**config.mk**
```make
export PLATFORM = sky130hd
export DESIGN_NAME = serial_comparer
export DESIGN_NICKNAME = d
export VERILOG_FILES = /design/src/rtl/serial_comparer.sv
export SDC_FILE = /design/constraint.sdc
export NUM_CORES = 1
export LEC_CHECK = 0
export ABC_AREA = 1
export CORE_UTILIZATION = 45
export CTS_CLUSTER_DIAMETER = 30
export DETAILED_ROUTE_END_ITERATION = 10
export DONT_BUFFER_PORTS = 1
export PLACE_DENSITY = 0.61
export SLEW_MARGIN = 20
export SYNTH_ARGS = -nofsm -noshare
export SYNTH_HDL_FRONTEND = slang
export SYNTH_SLANG_ARGS = --single-unit
```
**constraint.sdc**
```tcl
create_clock -name clk -period 4.3 [get_ports clk]
set_clock_uncertainty 0.05 [all_clocks]
set_input_delay 0.645 -clock clk [delete_from_list [all_inputs] [get_ports clk]]
set_output_delay 0.645 -clock clk [all_outputs]
set_load 0.01 [all_outputs]
```
**src/rtl/serial_comparer.sv**
```systemverilog
// serial_comparer: chunk-serial MSB-first magnitude/equality comparer with early exit and valid/ready handshakes.
module serial_comparer #(
  parameter int N = 32,
  parameter int W = 8,
  localparam int NC = N / W,
  localparam int CW = (NC > 1) ? $clog2(NC) : 1
) (
  input  logic         clk,
  input  logic         rst_n,
  input  logic         flush,
  input  logic         in_valid,
  output logic         in_ready,
  input  logic [2:0]   type_,
  input  logic [N-1:0] in1,
  input  logic [N-1:0] in2,
  output logic         out_valid,
  input  logic         out_ready,
  output logic         out,
  output logic         out_early
);
  localparam logic [2:0] CMP_EQ   = 3'd0;
  localparam logic [2:0] CMP_NE   = 3'd1;
  localparam logic [2:0] CMP_LT2  = 3'd2;
  localparam logic [2:0] CMP_LTU2 = 3'd3;
  localparam logic [2:0] CMP_LT   = 3'd4;
  localparam logic [2:0] CMP_GE   = 3'd5;
  localparam logic [2:0] CMP_LTU  = 3'd6;
  localparam logic [2:0] CMP_GEU  = 3'd7;
  localparam logic [CW-1:0] LAST = CW'(NC - 1);
  typedef enum logic [1:0] {IDLE, RUN, DONE} state_t;
  state_t state, state_nx;
  logic [CW-1:0] idx, k;
  logic [N-1:0] a_r, b_r;
  logic [2:0] t_r;
  logic [W-1:0] ca, cb, flip;
  logic sgn, last, eq, lt, res, done_c;
  always_comb begin
    k = LAST - idx;
    sgn = t_r == CMP_LT || t_r == CMP_LT2 || t_r == CMP_GE;
    last = idx == LAST;
    // signed compare reduces to unsigned once the sign bits are inverted in the top chunk
    flip = (sgn && idx == '0) ? {1'b1, {(W-1){1'b0}}} : '0;
    ca = a_r[int'(k)*W +: W] ^ flip;
    cb = b_r[int'(k)*W +: W] ^ flip;
    eq = ca == cb;
    lt = ca < cb;
    done_c = !eq || last;
    res = t_r == CMP_EQ ? eq :
          t_r == CMP_NE ? !eq :
          (t_r == CMP_GE || t_r == CMP_GEU) ? !lt : lt;
  end
  always_ff @(posedge clk or negedge rst_n)
    if (!rst_n) state <= IDLE;
    else state <= state_nx;
  always_comb begin
    state_nx = state;
    if (flush) state_nx = IDLE;
    else if (state == IDLE) state_nx = in_valid ? RUN : IDLE;
    else if (state == RUN) state_nx = done_c ? DONE : RUN;
    else if (state == DONE) state_nx = out_ready ? IDLE : DONE;
  end
  always_comb begin
    in_ready = state == IDLE;
    out_valid = state == DONE;
  end
  always_ff @(posedge clk or negedge rst_n)
    if (!rst_n) begin
      idx <= '0;
      out <= 1'b0;
      out_early <= 1'b0;
      a_r <= '0;
      b_r <= '0;
      t_r <= '0;
    end else if (!flush) begin
      if (state == IDLE && in_valid) begin
        a_r <= in1;
        b_r <= in2;
        t_r <= type_;
        idx <= '0;
      end else if (state == RUN) begin
        if (done_c) begin
          out <= res;
          out_early <= !eq && !last;
        end else idx <= idx + 1'b1;
      end
    end
  a_handshake: assert property (@(posedge clk) disable iff (!rst_n) !(out_valid && in_ready));
  a_stable: assert property (@(posedge clk) disable iff (!rst_n) out_valid && !out_ready |=> $stable(out));
  a_ready: assert property (@(posedge clk) disable iff (!rst_n) in_ready == (state == IDLE));
endmodule

```
# ---- Word level (Yosys, flattened, before mapping)
# Cells that the tools add are included.
dict set report op_classes {
  shift 2
  eq_ne 10
  n_reduce_logical 18
  mux 14
  magnitude_cmp 1
  n_addsub 2
  bitwise_logic 4
}
# op n
set ops {}
lappend ops {{32-bit by 6-bit indexed part select with 8-bit output} 2}
lappend ops {{2-bit two-way mux} 9}
lappend ops {{8-bit bitwise XOR} 2}
lappend ops {{3-bit equality test (second input constant)} 3}
lappend ops {{8-bit equality test} 1}
lappend ops {{8-bit less-than comparator} 1}
lappend ops {{8-bit two-way mux} 1}
lappend ops {{2-bit equality test (second input constant)} 2}
lappend ops {{2-bit zero test} 2}
lappend ops {{1-bit logical OR} 4}
lappend ops {{1-bit two-way mux} 4}
lappend ops {{4-bit AND reduction} 1}
lappend ops {{4-bit nonzero test} 1}
lappend ops {{3-bit by 1-bit equality test with 1-bit output (second input constant)} 1}
lappend ops {{3-bit by 2-bit equality test with 1-bit output (second input constant)} 1}
lappend ops {{1-bit logical AND} 3}
lappend ops {{1-bit zero test} 3}
lappend ops {{3-bit zero test} 1}
lappend ops {{3-bit AND reduction} 1}
lappend ops {{2-bit by 1-bit adder with 2-bit output (second input constant)} 1}
lappend ops {{2-bit by 1-bit equality test with 1-bit output (second input constant)} 1}
lappend ops {{2-bit by 1-bit inequality test with 1-bit output (second input constant)} 1}
lappend ops {{1-bit inverter} 2}
lappend ops {{2-bit AND reduction} 1}
lappend ops {{other kinds (2)} 2}
dict set report word_totals {
  inputBits 72
  regBits 73
  output_inout_bits 4
  wordCells 58
}

# ---- Logic depth before layout (Yosys ltp)
dict set report depth {
  depth_word 13
  mapped_depth 17
  mapped_depth_nobuf 15
}

# ---- Worst setup path before layout
# Ideal clock, no wire load.
dict set report synth_path {
  kind {flip-flop to flip-flop}
  startpoint {register idx[0]}
  endpoint {register idx[0]}
  path_stages_with_launch 15
  required_time_ns 4.127
  setup_time_ns 0.123
  n_path_buf 2
  arrival_time_ns 2.052
  setup_slack_ns 2.075
  cell_sequence {dfrtp_1 > buf_2 > inv_4 > buf_2 > ha_1 > nand3_1 > xor2_1 > ha_1 > nand2_1 > nor2_2 > nand3b_1 > inv_1 > nand3_1 > nand3_1 > o21ai_1}
}
dict set report synth_between {
  elab_chain_cells 9
}
# element line_no
set synth_lines {}
lappend synth_lines {{start: declaration} 32} ;# logic [CW-1:0] idx, k;
lappend synth_lines {{start signal: assignment} 84} ;# end else idx <= idx + 1'b1;
lappend synth_lines {{branches (longest 9 deep; another with 2-bit subtractor)} --}
# Parallel ways; which one is timed is not known. The select of a mux whose other input is x is not followed.
# A chain may end at the register's enable or synchronous reset.

# ---- Worst setup path in the final report
dict set report layout_path {
  startpoint {register idx[1]}
  endpoint {register idx[0]}
}
dict set report layout_between {
  elab_chain_cells 9
}
# element line_no
set layout_lines {}
lappend layout_lines {{branches (longest 6 deep; another with 2-bit subtractor)} --}
lappend layout_lines {{1-bit logical OR (*)} 47} ;# done_c = !eq || last;
lappend layout_lines {{2-bit by 1-bit inequality test with 1-bit output (no line) (*)} --}
lappend layout_lines {{3-bit AND reduction (no line) (*)} --}
# Every way passes the cells marked *.

==> out/results.md <==
| Result | This run |
| --- | --- |
| Relative slew slack | 35.9% |
| Number of buffers created by CTS | 9 |
| Post-DP HPWL | 5.02 mm |
| Critical setup path kind | reg2reg |
| Fraction of layout cells with a size suffix above 1 | 28.0% |
| Most frequently used cell type in the post-synthesis netlist | sky130_fd_sc_hd__dfrtp_1 |
| Worst Path Arrival | 3.09 ns |
| Ratio of total power to cell area | 582 nW/um2 |
| Number of port buffers | 0 |
| Starting Density | 46.7% |
| Netlist area before placement | 3860 um2 |
| Least-Margin Pin Slew | 0.961 ns |
| Antenna violations before repair | 0 |
| Cell taking the most area after synthesis | sky130_fd_sc_hd__dfrtp_1 |
| Synthesis-stage register bit count | 73 |
| Fill cells | 757 |
| Result of the run | finished, final reports clean |
| Highest fanout seen on the critical path | 24 |
| Global-route wire length before repair | 12.4 mm |
| Max Root-Sink Buffers | 2 |
| Die Footprint | 8950 um2 |
| Average routed wire per standard cell | 17.6 um |
| Site row count | 33 |
| Synth warn | 0 |
| Final Cycle Share | 67.8% |
| Most common flop cell mapped by yosys | sky130_fd_sc_hd__dfrtp_1 |
| Top cell types by occurrence after synthesis | sky130_fd_sc_hd__dfrtp_1 (73), sky130_fd_sc_hd__mux2_4 (65), sky130_fd_sc_hd__nand2_1 (42), sky130_fd_sc_hd__nor2_1 (26), sky130_fd_sc_hd__o21ai_0 (20) |
| Final hold violation count | 0 |
| CTS Root Cell | sky130_fd_sc_hd__clkbuf_8 |
| Register area | 1830 um2 |
| Met1 demand-to-capacity share in global routing | 25.6% |
| Buffer count from post-CTS setup fixing | 0 |
| DRC | 0 |
| Max-slew violation count | 0 |
| Library cells used by synthesis | 29 |
| Floorplan die width | 94.6 um |
| Final Wtd Congestion | 0.750 |
| Final setup violation count | 0 |
| Kind of path behind the tightest hold check | in2async |
| Gate count after technology mapping | 325 |
| Share of the core filled with cells | 50.0% |
| Starting DRC count in detailed routing | 99 |
| Average vias per placed instance | 5.42 |
| CTS sink cnt | 73 |
| Worst-case vdd ir drop | 274 uV |
| Setup repair after global routing missed its margin | false |
| Height of the die | 94.6 um |
| Layout net count | 408 |
| Clock tree from TritonCTS | built |
| Required @ worst endpoint | 4.48 ns |
| Power after layout | 2400 uW |
| CTS clk-pin slew, worst paths | 0.08 ns |
| Ports | 76 |
| Global routing usage on met3 | 6.44% |
| Leak pwr | 0.00204 uW |
| Achievable clock frequency | 0.343 GHz |
| Insertion delay to the later sink of the worst-skew pair | 0.35 ns |
| Final period demand of the worst path | 2.92 ns |
| Max cap viols | 0 |
| Mapped Avg Cell Area | 11.9 um2 |
| Global route total overflow | 0 |
| Grt peak-use layer | met2 |
| CP startpoint kind | flop |
| Largest net degree at the start of global routing | 74 |
| Total wire length after detailed routing | 7.60 mm |
| Number of optimization iterations in the first detailed-route pass | 4 |
| Antenna Cells | 0 |
| Number of vias in the routed layout | 2349 |
| Portion of the post-synthesis area used by sequential elements | 47.3% |
| Overall track demand over capacity in global routing | 18.6% |
| Combined area of the multi-input logic cells | 1830 um2 |
| Area share of the largest cell type after synthesis | 47.3% |
| Vias in the first global route | 2406 |
| Net count after synthesis | 410 |
| Nature of the critical path endpoint | flop |
| Total Negative Setup Slacks | 0 ns |
| Core Area | 8260 um2 |
| Layout Area Growth over Synthesis | 6.94% |
| Met2 Usage GRT | 27.2% |
| Number of H-tree levels | 3 |
| Ranking of synthesized cells by area | sky130_fd_sc_hd__dfrtp_1 (47%), sky130_fd_sc_hd__mux2_4 (25%), sky130_fd_sc_hd__ha_1 (4.2%), sky130_fd_sc_hd__nand2_1 (4.1%), sky130_fd_sc_hd__o21ai_0 (2.6%) |
| Count of flip-flops with a built-in enable after synthesis | 0 |
| Proportion of register bits with asynchronous set or reset after synthesis | 100% |
| Routed Antenna Nets | 0 |
## area by class of cell
cell class / count / share of cell area, %
Sequential cell: 73 / 44.3
Clock buffer: 9 / 3.00
Timing Repair Buffer: 4 / 1.21
Clock inverter: 7 / 2.30
Tap cell: 105 / 3.18
Inverter: 18 / 1.73
Multi-Input combinational cell: 217 / 44.3
## report_power, final
part	total [uW]	internal, uW	switching, uW
Clock	591	325	266
Combinational	758	454	304
Sequential	1050	910	145
## through the flow
stage | setup WS, ns | std cells | cell area [um2] | hold WS, ns
2_1_floorplan | 2.07 | 325 | 3860 | 0.299
5_1_grt | 1.13 | 433 | 4130 | 0.128
4_1_cts | 1.39 | 433 | 4130 | 0.132
6_report | 1.39 | 433 | 4130 | 0.0973
3_3_place_gp | 1.51 | 416 | 3880 | 0.301
3_5_place_dp | 1.40 | 416 | 3880 | 0.302
## worst paths after layout
path,from,to,slack [ns],cells past startpoint
worst max-delay path,idx[1],idx[0],1.39,12
worst min-delay path,rst_n,b_r[9],0.1,1
worst max register to register,idx[1],idx[0],1.39,12
worst min register to register,a_r[22],a_r[22],0.46,1
max in group asynchronous,rst_n,b_r[19],3.76,1
min in group clk,in1[12],a_r[12],0.38,1
## worst max-delay path, stage by stage, from the launching register on
cell	delay [ns]
sky130_fd_sc_hd__dfrtp_1	0.52
sky130_fd_sc_hd__inv_1	0.61
sky130_fd_sc_hd__ha_1	0.27
sky130_fd_sc_hd__nand3_1	0.12
sky130_fd_sc_hd__xor2_1	0.19
sky130_fd_sc_hd__ha_1	0.30
sky130_fd_sc_hd__nand2_1	0.08
sky130_fd_sc_hd__nor2_2	0.15
sky130_fd_sc_hd__nand3b_1	0.15
sky130_fd_sc_hd__inv_1	0.10
sky130_fd_sc_hd__nand3_1	0.09
sky130_fd_sc_hd__nand3_1	0.07
sky130_fd_sc_hd__o21ai_1	0.09
## cells in the final DEF (no fill, tap or decap), drive strengths merged
cell / n
nand2: 43
o22ai: 10
xor2: 1
clkbuf: 9
a21oi: 16
dfrtp: 73
nor3: 1
clkinvlp: 4
nand3: 7
clkinv: 2
mux2: 66
nand3b: 1
buf: 4
inv: 17
bufinv: 2
a32o: 7
xnor2: 1
nor2: 27
a21o: 1
o21ai: 22
nand4: 1
ha: 13
## flip-flops by register name (all words and copies together), names as in the netlist
name / cells
out_early: 1
out: 1
b_r: 32
a_r: 32
state: 2
t_r: 3
idx: 2
## cell families (layout without fill, tap and decap cells)
kind of cell	after synthesis	count (layout)	share of synthesized area, %
AO/OA/AOI/OAI	56	56	8.56
multiplexers	66	66	25.6
buffers and inverters	35	38	5.28
XOR/XNOR	2	2	0.454
AND/OR/NAND/NOR	80	80	8.59
adder cells (fa/ha/maj)	13	13	4.21
flip-flops	73	73	47.3
## what timing repair did
| action | in CTS | in global routing |
|---|---|---|
| endpoints found under the hold margin | 73 | 0 |
| gates resized for setup | 0 | 0 |
| hold buffers | 1 | 0 |
## routing by layer
metal	share of wire, %	vias to the layer above
met5	0	-
li1	-	1113
met2	44	78
met4	1.2	0
met1	47	1148
met3	7.8	10
Power figures use the tool's default switching activity.
==> edit (config.mk and constraints unchanged) <==
Encoding of `state_t`: now one-hot (3 bits for 3 states).
--- a/src/rtl/serial_comparer.sv
+++ b/src/rtl/serial_comparer.sv
@@ -27,7 +27,7 @@
   localparam logic [2:0] CMP_LTU  = 3'd6;
   localparam logic [2:0] CMP_GEU  = 3'd7;
   localparam logic [CW-1:0] LAST = CW'(NC - 1);
-  typedef enum logic [1:0] {IDLE, RUN, DONE} state_t;
+  typedef enum logic [2:0] {IDLE = 3'b001, RUN = 3'b010, DONE = 3'b100} state_t;
   state_t state, state_nx;
   logic [CW-1:0] idx, k;
   logic [N-1:0] a_r, b_r;
Formal check against the unedited RTL: no difference found for any inputs over 10 cycles, from zero or initial values and one cycle with rst_n low; not proved beyond that.
==> edit against the unedited design <==
Total power up 29%; sequential cell count up 1; area after synthesis decreased by 5.9%; critical path depth did not move; final area fell by 6.8%; worst hold slack got worse by 0.014 ns; routed wire length rose by 3.3%; via count is 21% higher; largest cell class is now registers; worst setup slack got worse by 0.27 ns; sequential share of layout area is 3.9 points higher; count of clock-buffer cells in the layout unchanged.
==> edit: results (changes against the unedited design) <==
<table>
<tr><th>Metric</th><th>Value</th></tr>
<tr><th colspan="2">Detailed routing</th></tr>
<tr><td>Met1 Wirelength</td><td>3976 um (was 3565 um)</td></tr>
<tr><td>Routed vias/inst</td><td>5.062 (was 5.425)</td></tr>
<tr><th colspan="2">Final layout</th></tr>
<tr><td>Final-layout clock-cell area share</td><td>4.912% (was 5.305%)</td></tr>
<tr><td>Ratio of cells with drive above 1 in the final layout</td><td>5.857% (was 28.05%)</td></tr>
<tr><td>Non-clock buffering overhead</td><td>1.106% (was 1.212%)</td></tr>
<tr><td>Largest registers in the final layout</td><td>a_r (32), b_r (32) (was a_r (32), b_r (32), t_r (3))</td></tr>
<tr><td>Fin cells</td><td>563 (was 433)</td></tr>
<tr><td>Number of non-clock buffers in the layout</td><td>3 (was 4)</td></tr>
<tr><td>Non-clock inverter total of the final layout</td><td>15 (was 18)</td></tr>
<tr><td>Multi-input combinational gate total</td><td>353 (was 217)</td></tr>
<tr><td>Layout Nets</td><td>538 (was 408)</td></tr>
<tr><th colspan="2">Synthesis</th></tr>
<tr><td>Mean instance size in the synthesized netlist</td><td>7.794 sq um (was 11.88 sq um)</td></tr>
<tr><td>Post-synth cell types</td><td>26 (was 29)</td></tr>
<tr><td>Portion of the post-synthesis area used by sequential elements</td><td>51.02% (was 47.33%)</td></tr>
<tr><th colspan="2">Placement</th></tr>
<tr><td>Final HPWL from detailed placement</td><td>5433 um (was 5021 um)</td></tr>
<tr><td>Final weighted congestion in routability-driven placement</td><td>0.7815 (was 0.7498)</td></tr>
<tr><th colspan="2">Critical path</th></tr>
<tr><td>Arrival time at the worst endpoint</td><td>3.34 ns (was 3.09 ns)</td></tr>
<tr><td>Critical Path Fanout Max</td><td>35 (was 24)</td></tr>
<tr><th colspan="2">Global routing</th></tr>
<tr><td>Vias in the first global route</td><td>2765 (was 2406)</td></tr>
<tr><td>GR Util met2</td><td>29.04% (was 27.22%)</td></tr>
<tr><th colspan="2">Power</th></tr>
<tr><td>Power attributed to combinational cells</td><td>1.34 mW (was 0.758 mW)</td></tr>
<tr><td>Static Leakage</td><td>2.018 nW (was 2.041 nW)</td></tr>
<tr><td>Internal power</td><td>1.767 mW (was 1.688 mW)</td></tr>
<tr><td>P per Cell Area</td><td>808.2 nW/um^2 (was 582.1 nW/um^2)</td></tr>
<tr><td>Maximum vdd ir drop</td><td>293.0 uV (was 273.9 uV)</td></tr>
<tr><td>Tot Pwr</td><td>3.108 mW (was 2.403 mW)</td></tr>
<tr><td>Switching share of power</td><td>43.15% (was 29.74%)</td></tr>
<tr><th colspan="2">CTS</th></tr>
<tr><td>Clock sinks</td><td>74 (was 73)</td></tr>
<tr><th colspan="2">Status</th></tr>
<tr><td>Run status</td><td>completed (unchanged)</td></tr>
</table>
[edit: changes by cell type after synthesis, moves of 3 or more]
cell / unedited run / this run
sky130_fd_sc_hd__buf_4: 0 / 3
sky130_fd_sc_hd__nand2_1: 42 / 244
sky130_fd_sc_hd__inv_1: 15 / 11
sky130_fd_sc_hd__buf_6: 8 / 5
sky130_fd_sc_hd__ha_1: 13 / 10
sky130_fd_sc_hd__clkbuf_1: 1 / 8
sky130_fd_sc_hd__inv_2: 1 / 4
sky130_fd_sc_hd__mux2_4: 65 / 0
sky130_fd_sc_hd__o21ai_0: 20 / 26
[edit: critical path, stage by stage, from the launching register on]
cell	delay, ns
sky130_fd_sc_hd__dfrtp_1	0.37
sky130_fd_sc_hd__buf_4	0.23
sky130_fd_sc_hd__inv_1	0.70
sky130_fd_sc_hd__ha_1	0.28
sky130_fd_sc_hd__nand3_1	0.12
sky130_fd_sc_hd__xor2_1	0.19
sky130_fd_sc_hd__ha_1	0.30
sky130_fd_sc_hd__nand2_1	0.08
sky130_fd_sc_hd__nor2_1	0.07
sky130_fd_sc_hd__nand3b_1	0.14
sky130_fd_sc_hd__inv_1	0.06
sky130_fd_sc_hd__a21oi_1	0.28
sky130_fd_sc_hd__o21ai_0	0.14
[edit: kinds of logic after synthesis]
logic type	count (synthesis)	synth area share (%)
buf+inv	39	5.580
xor+xnor	2	0.4823
simple gates	282	29.90
compound gates	59	9.576
flops	74	51.02
fa+ha+maj	10	3.445
[edit: path summary, 6_finish.rpt]
path	from	slack, ns	depth (start not counted)	to
setup reg to reg	idx[0]	1.12	12	state[1]
setup / recovery	idx[0]	1.12	12	state[1]
hold / removal	rst_n	0.08	0	state[0]
max in group asynchronous	rst_n	3.77	1	idx[1]
min in group clk	in2[27]	0.35	2	b_r[27]
hold reg to reg	a_r[9]	0.43	2	a_r[9]
